$ cat config.mk
export PLATFORM = sky130hd
export DESIGN_NAME = adder_stage1_flat
export DESIGN_NICKNAME = d
export VERILOG_FILES = /design/src/rtl/adder_stage1_pkg.sv /design/src/rtl/adder_stage1_if.sv /design/src/rtl/adder_skid_buf.sv /design/src/rtl/adder_stage1.sv /design/src/flat_wrapper.sv
export SDC_FILE = /design/constraint.sdc
export NUM_CORES = 1
export LEC_CHECK = 0
export ABC_AREA = 1
export ABC_CLOCK_PERIOD_IN_PS = 1900
export CORE_MARGIN = 2
export CORE_UTILIZATION = 50
export DETAILED_ROUTE_END_ITERATION = 10
export GPL_TIMING_DRIVEN = 1
export PLACE_DENSITY = 0.85
export SLEW_MARGIN = 20
export SYNTH_ARGS = -nofsm -noshare
export SYNTH_HDL_FRONTEND = slang
export SYNTH_HIERARCHICAL = 1
export SYNTH_SLANG_ARGS = --single-unit
$ cat constraint.sdc
create_clock -name clk -period 1.9 [get_ports clk]
set_input_delay 0.38 -clock clk [delete_from_list [all_inputs] [get_ports clk]]
set_output_delay 0.38 -clock clk [all_outputs]
set_load 0.02 [all_outputs]
$ cat src/rtl/adder_stage1_pkg.sv
// Shared widths, width-select encodings and the stage-1 entry layout for the prefix adder.
// Latency: n/a (types and helpers only). Backpressure: n/a.
package adder_stage1_pkg;

    localparam int LEN_DATA = 31;
    localparam int W        = LEN_DATA + 1;
    localparam int ENTRY_W  = 4 * W + 1;

    typedef enum logic [1:0] {
        WSEL_8    = 2'b00,
        WSEL_16   = 2'b01,
        WSEL_32   = 2'b10,
        WSEL_FULL = 2'b11
    } wsel_e;

    typedef logic [LEN_DATA:0] data_t;

    // Field order fixes the bit layout of one buffered entry.
    typedef struct packed {
        data_t g;
        data_t p;
        data_t h;
        data_t mask;
        logic  c0;
    } entry_t;

    // Lanes below the active width are 1. Widths above W are clamped to W.
    function automatic data_t lane_mask(input logic [1:0] width_sel);
        int    active_w;
        data_t m;
        case (width_sel)
            WSEL_8:  active_w = 8;
            WSEL_16: active_w = 16;
            WSEL_32: active_w = 32;
            default: active_w = W;
        endcase
        if (active_w > W) active_w = W;
        m = '0;
        for (int i = 0; i < W; i++) m[i] = (i < active_w);
        return m;
    endfunction

endpackage

$ cat src/rtl/adder_stage1_if.sv
// Operand/result bus between the ALU operand mux, adder_stage1 and adder_stage2.
// Latency: n/a. Backpressure: valid/ready on both the operand side and the result side.
interface adder_stage1_if;
    import adder_stage1_pkg::*;

    logic        in_valid;
    logic        in_ready;
    data_t       op_a;
    data_t       op_b;
    logic        op_sub;
    logic        cin;
    logic [1:0]  width_sel;

    logic        out_valid;
    logic        out_ready;
    data_t       generate_out;
    data_t       propogate_out;
    data_t       half_sum_out;
    data_t       mask_out;
    logic        cin_out;

    // The stage itself: consumes operands, produces the g/p/h/mask bundle.
    modport slave (
        input  in_valid, op_a, op_b, op_sub, cin, width_sel, out_ready,
        output in_ready, out_valid, generate_out, propogate_out, half_sum_out, mask_out, cin_out
    );

    // Surrounding logic: drives operands and accepts results.
    modport master (
        output in_valid, op_a, op_b, op_sub, cin, width_sel, out_ready,
        input  in_ready, out_valid, generate_out, propogate_out, half_sum_out, mask_out, cin_out
    );

endinterface

$ cat src/rtl/adder_skid_buf.sv
// Generic 2-entry valid/ready buffer; outputs always present the head entry straight from a register.
// Latency: 1 cycle from accepted input to out_vld when empty; 1 entry/cycle throughput.
// Backpressure: in_rdy drops only when both entries are full; contents are held while out_rdy is low.
module adder_skid_buf #(
    parameter int ENTRY_W = 1,
    parameter int DEPTH   = 2
) (
    input  logic               clk,
    input  logic               rst,
    input  logic               in_vld,
    output logic               in_rdy,
    input  logic [ENTRY_W-1:0] in_dat,
    output logic               out_vld,
    input  logic               out_rdy,
    output logic [ENTRY_W-1:0] out_dat
);

    if (DEPTH != 2) begin : g_bad_depth
        $error("adder_skid_buf supports DEPTH == 2 only");
    end

    logic [1:0]         count;
    logic [ENTRY_W-1:0] head_q;
    logic [ENTRY_W-1:0] tail_q;
    logic               push;
    logic               pop;

    assign in_rdy  = (count != 2'd2);
    assign out_vld = (count != 2'd0);
    assign out_dat = head_q;
    assign push    = in_vld & in_rdy;
    assign pop     = out_vld & out_rdy;

    always_ff @(posedge clk) begin
        if (rst) begin
            count  <= 2'd0;
            head_q <= '0;
            tail_q <= '0;
        end else if (push && pop) begin
            // Only reachable with count == 1: the new entry replaces the departing head.
            head_q <= in_dat;
        end else if (push) begin
            if (count == 2'd0) head_q <= in_dat;
            else               tail_q <= in_dat;
            count <= count + 2'd1;
        end else if (pop) begin
            head_q <= tail_q;
            count  <= count - 2'd1;
        end
    end

endmodule

$ cat src/rtl/adder_stage1.sv
// Prefix-adder stage 1: forms per-bit generate/propagate/half-sum plus lane mask and buffers them.
// Latency: 1 cycle (registered outputs), 1 op/cycle. Backpressure: 2-entry skid, in_ready low when full.
module adder_stage1
    import adder_stage1_pkg::*;
#(
    parameter int DEPTH = 2
) (
    input  logic           clk,
    input  logic           rst,
    adder_stage1_if.slave  bus
);

    data_t  b_eff;
    logic   c0;
    data_t  g_raw;
    data_t  p_raw;
    entry_t in_ent;
    entry_t head;
    logic [ENTRY_W-1:0] head_dat;

    assign b_eff = bus.op_sub ? ~bus.op_b : bus.op_b;
    assign c0    = bus.op_sub | bus.cin;
    assign g_raw = bus.op_a & b_eff;
    assign p_raw = bus.op_a | b_eff;

    // Carry-in is folded into bit 0 so stage 2 never needs c0 separately in the prefix tree.
    always_comb begin
        in_ent      = '0;
        in_ent.g    = g_raw;
        in_ent.g[0] = g_raw[0] | (p_raw[0] & c0);
        in_ent.p    = p_raw;
        in_ent.h    = bus.op_a ^ b_eff;
        in_ent.mask = lane_mask(bus.width_sel);
        in_ent.c0   = c0;
    end

    adder_skid_buf #(
        .ENTRY_W (ENTRY_W),
        .DEPTH   (DEPTH)
    ) u_skid (
        .clk     (clk),
        .rst     (rst),
        .in_vld  (bus.in_valid),
        .in_rdy  (bus.in_ready),
        .in_dat  (in_ent),
        .out_vld (bus.out_valid),
        .out_rdy (bus.out_ready),
        .out_dat (head_dat)
    );

    assign head              = entry_t'(head_dat);
    assign bus.generate_out  = head.g;
    assign bus.propogate_out = head.p;
    assign bus.half_sum_out  = head.h;
    assign bus.mask_out      = head.mask;
    assign bus.cin_out       = head.c0;

endmodule

$ cat src/flat_wrapper.sv
// flat-port wrapper written by rule: the top's interface ports become plain ports
module adder_stage1_flat import adder_stage1_pkg::*;
#(
    parameter int DEPTH = 2
)
  (clk, rst, bus_in_valid, bus_op_a, bus_op_b, bus_op_sub, bus_cin, bus_width_sel, bus_out_ready, bus_in_ready, bus_out_valid, bus_generate_out, bus_propogate_out, bus_half_sum_out, bus_mask_out, bus_cin_out);
  adder_stage1_if bus_i ();
  input  logic clk;
  input  logic rst;
  input wire logic [$bits(bus_i.in_valid)-1:0] bus_in_valid;
  input wire logic [$bits(bus_i.op_a)-1:0] bus_op_a;
  input wire logic [$bits(bus_i.op_b)-1:0] bus_op_b;
  input wire logic [$bits(bus_i.op_sub)-1:0] bus_op_sub;
  input wire logic [$bits(bus_i.cin)-1:0] bus_cin;
  input wire logic [$bits(bus_i.width_sel)-1:0] bus_width_sel;
  input wire logic [$bits(bus_i.out_ready)-1:0] bus_out_ready;
  output wire logic [$bits(bus_i.in_ready)-1:0] bus_in_ready;
  output wire logic [$bits(bus_i.out_valid)-1:0] bus_out_valid;
  output wire logic [$bits(bus_i.generate_out)-1:0] bus_generate_out;
  output wire logic [$bits(bus_i.propogate_out)-1:0] bus_propogate_out;
  output wire logic [$bits(bus_i.half_sum_out)-1:0] bus_half_sum_out;
  output wire logic [$bits(bus_i.mask_out)-1:0] bus_mask_out;
  output wire logic [$bits(bus_i.cin_out)-1:0] bus_cin_out;
  assign bus_i.in_valid = bus_in_valid;
  assign bus_i.op_a = bus_op_a;
  assign bus_i.op_b = bus_op_b;
  assign bus_i.op_sub = bus_op_sub;
  assign bus_i.cin = bus_cin;
  assign bus_i.width_sel = bus_width_sel;
  assign bus_i.out_ready = bus_out_ready;
  assign bus_in_ready = bus_i.in_ready;
  assign bus_out_valid = bus_i.out_valid;
  assign bus_generate_out = bus_i.generate_out;
  assign bus_propogate_out = bus_i.propogate_out;
  assign bus_half_sum_out = bus_i.half_sum_out;
  assign bus_mask_out = bus_i.mask_out;
  assign bus_cin_out = bus_i.cin_out;
  adder_stage1 #(.DEPTH(DEPTH)) u_core (.clk(clk), .rst(rst), .bus(bus_i));
endmodule
# After elaboration in Yosys (flattened, before gate mapping)
# Cells that the tools add are included.
# Widths: inputs -> output; s select.
# totals
regBits	260
latchBits	0
ramBits	0
mem_bits_ro	0
input_bits	72
wordCells	70
n_memories	0
# classes
addsub	2
multipliers	0
div	0
order_cmp	33
eq_ne	3
shift	0
n_mux	9
bitwise_logic	11
reduce_logical	9
# op_table
operator	count
$mux 129	4
$lt 5x6->1 const A	16
$lt 4x6->1 const A	8
$and 32x32->32	1
$mux 32	1
$not 32->32	1
$or 32x32->32	1
$xor 32x32->32	1
$lt 3x6->1 const A	4
$lt 1x6->1 const A	2
$lt 2x6->1 const A	2
$pmux 6 s2	1
$gt 6x6->1 const B	1
$mux 6	1
$logic_not 2->1	2
$mux 2	2
$reduce_and 2->1	2
$reduce_bool 2->1	2
$and 1x1->1	3
$ne 3x1->1 const B	1
$reduce_and 3->1	1
$reduce_bool 3->1	1
$add 2x1->2 const B	1
$eq 2x1->1 const B	1
other kinds (5)	7

# Depth between registers and ports, before layout
# logic_depth
ltp_word	8
ltp_mapped	13
mapped_depth_nobuf	9

# By module
# The synthesis kept the hierarchy.
# modules_own_cells
module	instances	cells_each	area_each_um2	seq_area_each_um2
adder_skid_buf	1	1731	11843.9	5205.0
adder_stage1	1	211	1766.7	0.0

# Worst setup path after synthesis
# No wires, ideal clock.
# synth_timing
kind	input to register
start	in bus_in_valid
end	reg u_core.u_skid.tail_q[100]
t_arrival_ps	1860
slack_ps	-92
path_stages	12
n_path_buf	5
cell_sequence	buf_4 nand2_1 buf_4 buf_2 inv_1 ha_1 nor2_2 nand2_1 buf_2 clkbuf_1 nand2_1 a21oi_1
# synth_between
elab_chain_cells	4
# synth_rtl
item	line_no	rtl
start: declaration	flat_wrapper.sv:10	input wire logic [$bits(bus_i.in_valid)-1:0] bus_in_valid;
$and 1x1->1 *	adder_skid_buf.sv:31	assign push = in_vld & in_rdy;
$logic_and 1x1->1	adder_skid_buf.sv:39	end else if (push && pop) begin
$not 1->1 (no source line)	--	
$reduce_and 3->1 (no source line) *	--	
end signal: assignment	adder_skid_buf.sv:44	else tail_q <= in_dat;
end: declaration	adder_skid_buf.sv:24	logic [ENTRY_W-1:0] tail_q;
# Mark *: on every way between the ends. The rest lies on a longest branch, timed or not.
# A chain may end at the register's enable or synchronous reset.

# Worst setup path in the final report
# layout_timing
start	reg u_core.u_skid.head_q[41] (netlist: u_core/u_skid/out_dat[41])
end	out bus_half_sum_out[8]
# layout_rtl
item	line_no	rtl
start: declaration	adder_skid_buf.sv:23	logic [ENTRY_W-1:0] head_q;
start signal: assignment	adder_skid_buf.sv:41	head_q <= in_dat;
start signal: assignment	adder_skid_buf.sv:43	if (count == 2'd0) head_q <= in_dat;
start signal: assignment	adder_skid_buf.sv:47	head_q <= tail_q;
end: declaration	flat_wrapper.sv:21	output wire logic [$bits(bus_i.half_sum_out)-1:0] bus_half_sum_out;
# No word-level cell between the ends.

==> results.toml <==
[place]
dp_hpwl_mm = 24.2
placed_area_um2 = 16000
place_ws_ns = -0.367
numPortBuffers = 202
routabilityCongestion = 0.861

[sta]
hold_violations = 0
setup_viol = 0
fin_ws_ns = 0.0233
fin_crit_ns = 1.88
setup_tns_ns = 0
tightest_slew_ns = 0.770
fin_skew_ns = 0.0160
holdWs_ns = 0.292
max_freq_mhz = 533
final_max_slew_viol_count = 0
relSlewSlack_pct = 48.7
grt_setup_unrepaired = "false"
fin_crit_sh_pct = 98.8

[die]
die_h_um = 169
start_util_pct = 50.6
coreArea_um2 = 26900
die_w_um = 169
fp-row-count = 60
design.die.area_um2 = 28600
io_pins = 203

[logic_synthesis]
yosysSeqAreaShare_pct = 38.2
ys_seq_elements = 260
ys_warn_count = 6
yosys.cell_types.count = 23
mappedNetlistArea_um2 = 13600
netlist_instances = 1942
syn_avg_cell_area_um2 = 7.01

[job]
drv_cap = 0

[critical_path]
crit_path_max_fanout = 2
max_stage_delay_ns = 0.61
cp-end-kind = "output pin"
path_cells = "clkdlybuf4s50_1"
crit_buf_inv = 1
cp_top_family = "buffers and inverters"
critical_path_class = "flop to output pin"
critPathSlowestCell = "clkdlybuf4s50_1"
arrival_ns = 1.50
required_ns = 1.52
setup.worst_path.start_class = "flop"

[cts]
cts.path.max_buffers = 3
clock_sinks = 260
cts_buffers = 28
cts_htree_levels = 1
cts_tree = "yes"
clk_latency_ns = 0.55
cts.clk_slew.worst_paths_ns = 0.06
cts_root_buf = "clkbuf_16"

[detailed_routing]
finalWirelength_mm = 38.6
viasPerCell = 5.42
final_antenna_net_count = 0
vias = 13300
dr.pass1.iters = 6
drc = 0
wl_per_cell_um = 15.8
drt_iter0_markers = 1225

[pwr]
p_sw_mw = 9.96
peakVddDrop_mv = 0.830
pwr_density_cell_nw_per_um2 = 1460
power_frac_seq_pct = 30.6
internal_power_mw = 15.0
clock_power_share_pct = 22.2
p_comb_share_pct = 47.2
sw_frac_of_total_pct = 39.9
p_leak_nw = 8.02

[global_route]
grt_pass1_wl_mm = 61.7
grt_overflow = 0
grt_pass1_vias = 12300
grt_max_degree = 136
antenna_found_initial = 1
track_usage_pct = 26.0

[min_path]
min_path_type = "primary input to flop"

[final_layout]
num_antenna_cells = 0
nets = 2221
drive_gt1_share_pct = 6.13
syn_to_final_growth_pct = 25.5
utilization_pct = 63.6
finalInstanceArea_um2 = 17100

[status]
status = "complete, no violations"
routing by layer:
| layer | part of all wire (%) | track usage (%) | routed length (um) | up-vias |
|---|---|---|---|---|
| li1 | - | - | - | 6467 |
| met1 | 42 | 34.1 | 16100 | 6130 |
| met2 | 47 | 42.5 | 18100 | 572 |
| met3 | 7.8 | 4.35 | 3010 | 89 |
| met4 | 3.6 | 11.2 | 1410 | 2 |
| met5 | 0.034 | 0 | 13 | - |
state kept, by name, indices dropped and copies added, names as in the netlist:
name,flops
u_core/u_skid/count,2
u_core/u_skid/out_dat,129
u_core/u_skid/tail_q,129
per-stage QoR:
stage | instances | total power, mW
after detailed placement | 2385 | 19.4
after floorplan | 1957 | 14.9
after global placement | 2385 | 19.1
final | 2445 | 25.0
after CTS | 2441 | 24.8
after global routing | 2445 | 26.5
power by group through the flow:
stage                     combinational, mW  clock [mW]  sequential, mW
after CTS                              11.6        5.61            7.64
after global routing                   12.8        5.85            7.79
after global placement                 11.4           0            7.71
final                                  11.8        5.55            7.64
after detailed placement               11.6           0            7.73
after floorplan                        6.07           0            8.86
cells in the mapped netlist:
library cell  count  share of area (%)
a21oi_1         130                4.8
buf_1             4               0.11
buf_12            1               0.15
buf_2            90                3.3
buf_4             6               0.33
buf_6             3               0.25
buf_8             2               0.22
clkbuf_1         58                1.6
conb_1            1              0.028
dfxtp_1         260                 38
ha_1             66                6.1
inv_1            71                2.0
inv_2             2              0.055
nand2_1         526                 15
nand3_1         258                9.5
nand3b_1        129                7.1
nor2_1          263                7.3
nor2_2            2              0.092
o21ai_0           2              0.074
or2_2             3               0.14
xnor2_1          33                2.1
xor2_1           31                2.0
xor2_2            1               0.12
cell type report:
| type | instances | area (um^2) |
|---|---|---|
| sequential | 260 | 5210 |
| clock buffer | 44 | 882 |
| tap | 341 | 427 |
| inverter | 73 | 279 |
| clock inverter | 7 | 66.3 |
| multi-input combinational | 1460 | 7440 |
| timing repair buffer | 260 | 2780 |
| fill | 2230 | 9800 |
kinds of logic (layout without fill, tap and decap cells):
kind of cell / after synthesis / after routing / share of synthesized area [%]
AO/OA/AOI/OAI: 132 / 132 / 4.85
XOR/XNOR: 65 / 65 / 4.24
adder cells (fa/ha/maj): 66 / 66 / 6.07
buffers and inverters: 237 / 384 / 7.98
flip-flops: 260 / 260 / 38.2
other: 1 / 16 / 0.0276
AND/OR/NAND/NOR: 1181 / 1181 / 38.6
what timing repair did:
action	CTS	global route
gates cloned	0	2
pin swaps	1	7
buffers inserted	5	2
endpoints found under the setup margin	49	114
hold buffers	0	0
resized for setup	50	38
final timing paths:
| path | from | endpoint | slack, ns | cells past startpoint |
|---|---|---|---|---|
| setup / recovery | u_core/u_skid/out_dat[41]$_SDFFE_PP0P_ | bus_half_sum_out[8] | 0.02 | 1 |
| hold / removal | rst | u_core/u_skid/out_dat[60]$_SDFFE_PP0P_ | 0.29 | 4 |
| setup reg to reg | u_core/u_skid/count[0]$_SDFFE_PP0P_ | u_core/u_skid/tail_q[42]$_SDFFE_PP0P_ | 0.08 | 10 |
| hold reg to reg | u_core/u_skid/tail_q[106]$_SDFFE_PP0P_ | u_core/u_skid/tail_q[106]$_SDFFE_PP0P_ | 0.46 | 2 |
cells in the final DEF (no fill, tap or decap), types with 2 or more instances in the layout:
cell type,count
nor2_4,2
nand2_4,5
inv_4,2
buf_4,33
conb_1,16
ha_1,66
nand3b_1,129
clkbuf_16,31
a21oi_2,5
a21oi_1,125
inv_1,70
xnor2_1,33
clkinv_2,4
dfxtp_2,2
xor2_1,31
o21ai_0,2
or2_2,3
buf_12,21
clkdlybuf4s50_1,125
nand2_1,521
buf_6,4
nor2_1,263
clkbuf_8,11
nand3_1,258
dfxtp_1,258
dlymetal6s2s_1,26
dlygate4sd2_1,47
clkbuf_1,5
Note: power is estimated with default switching activity, not from simulation.
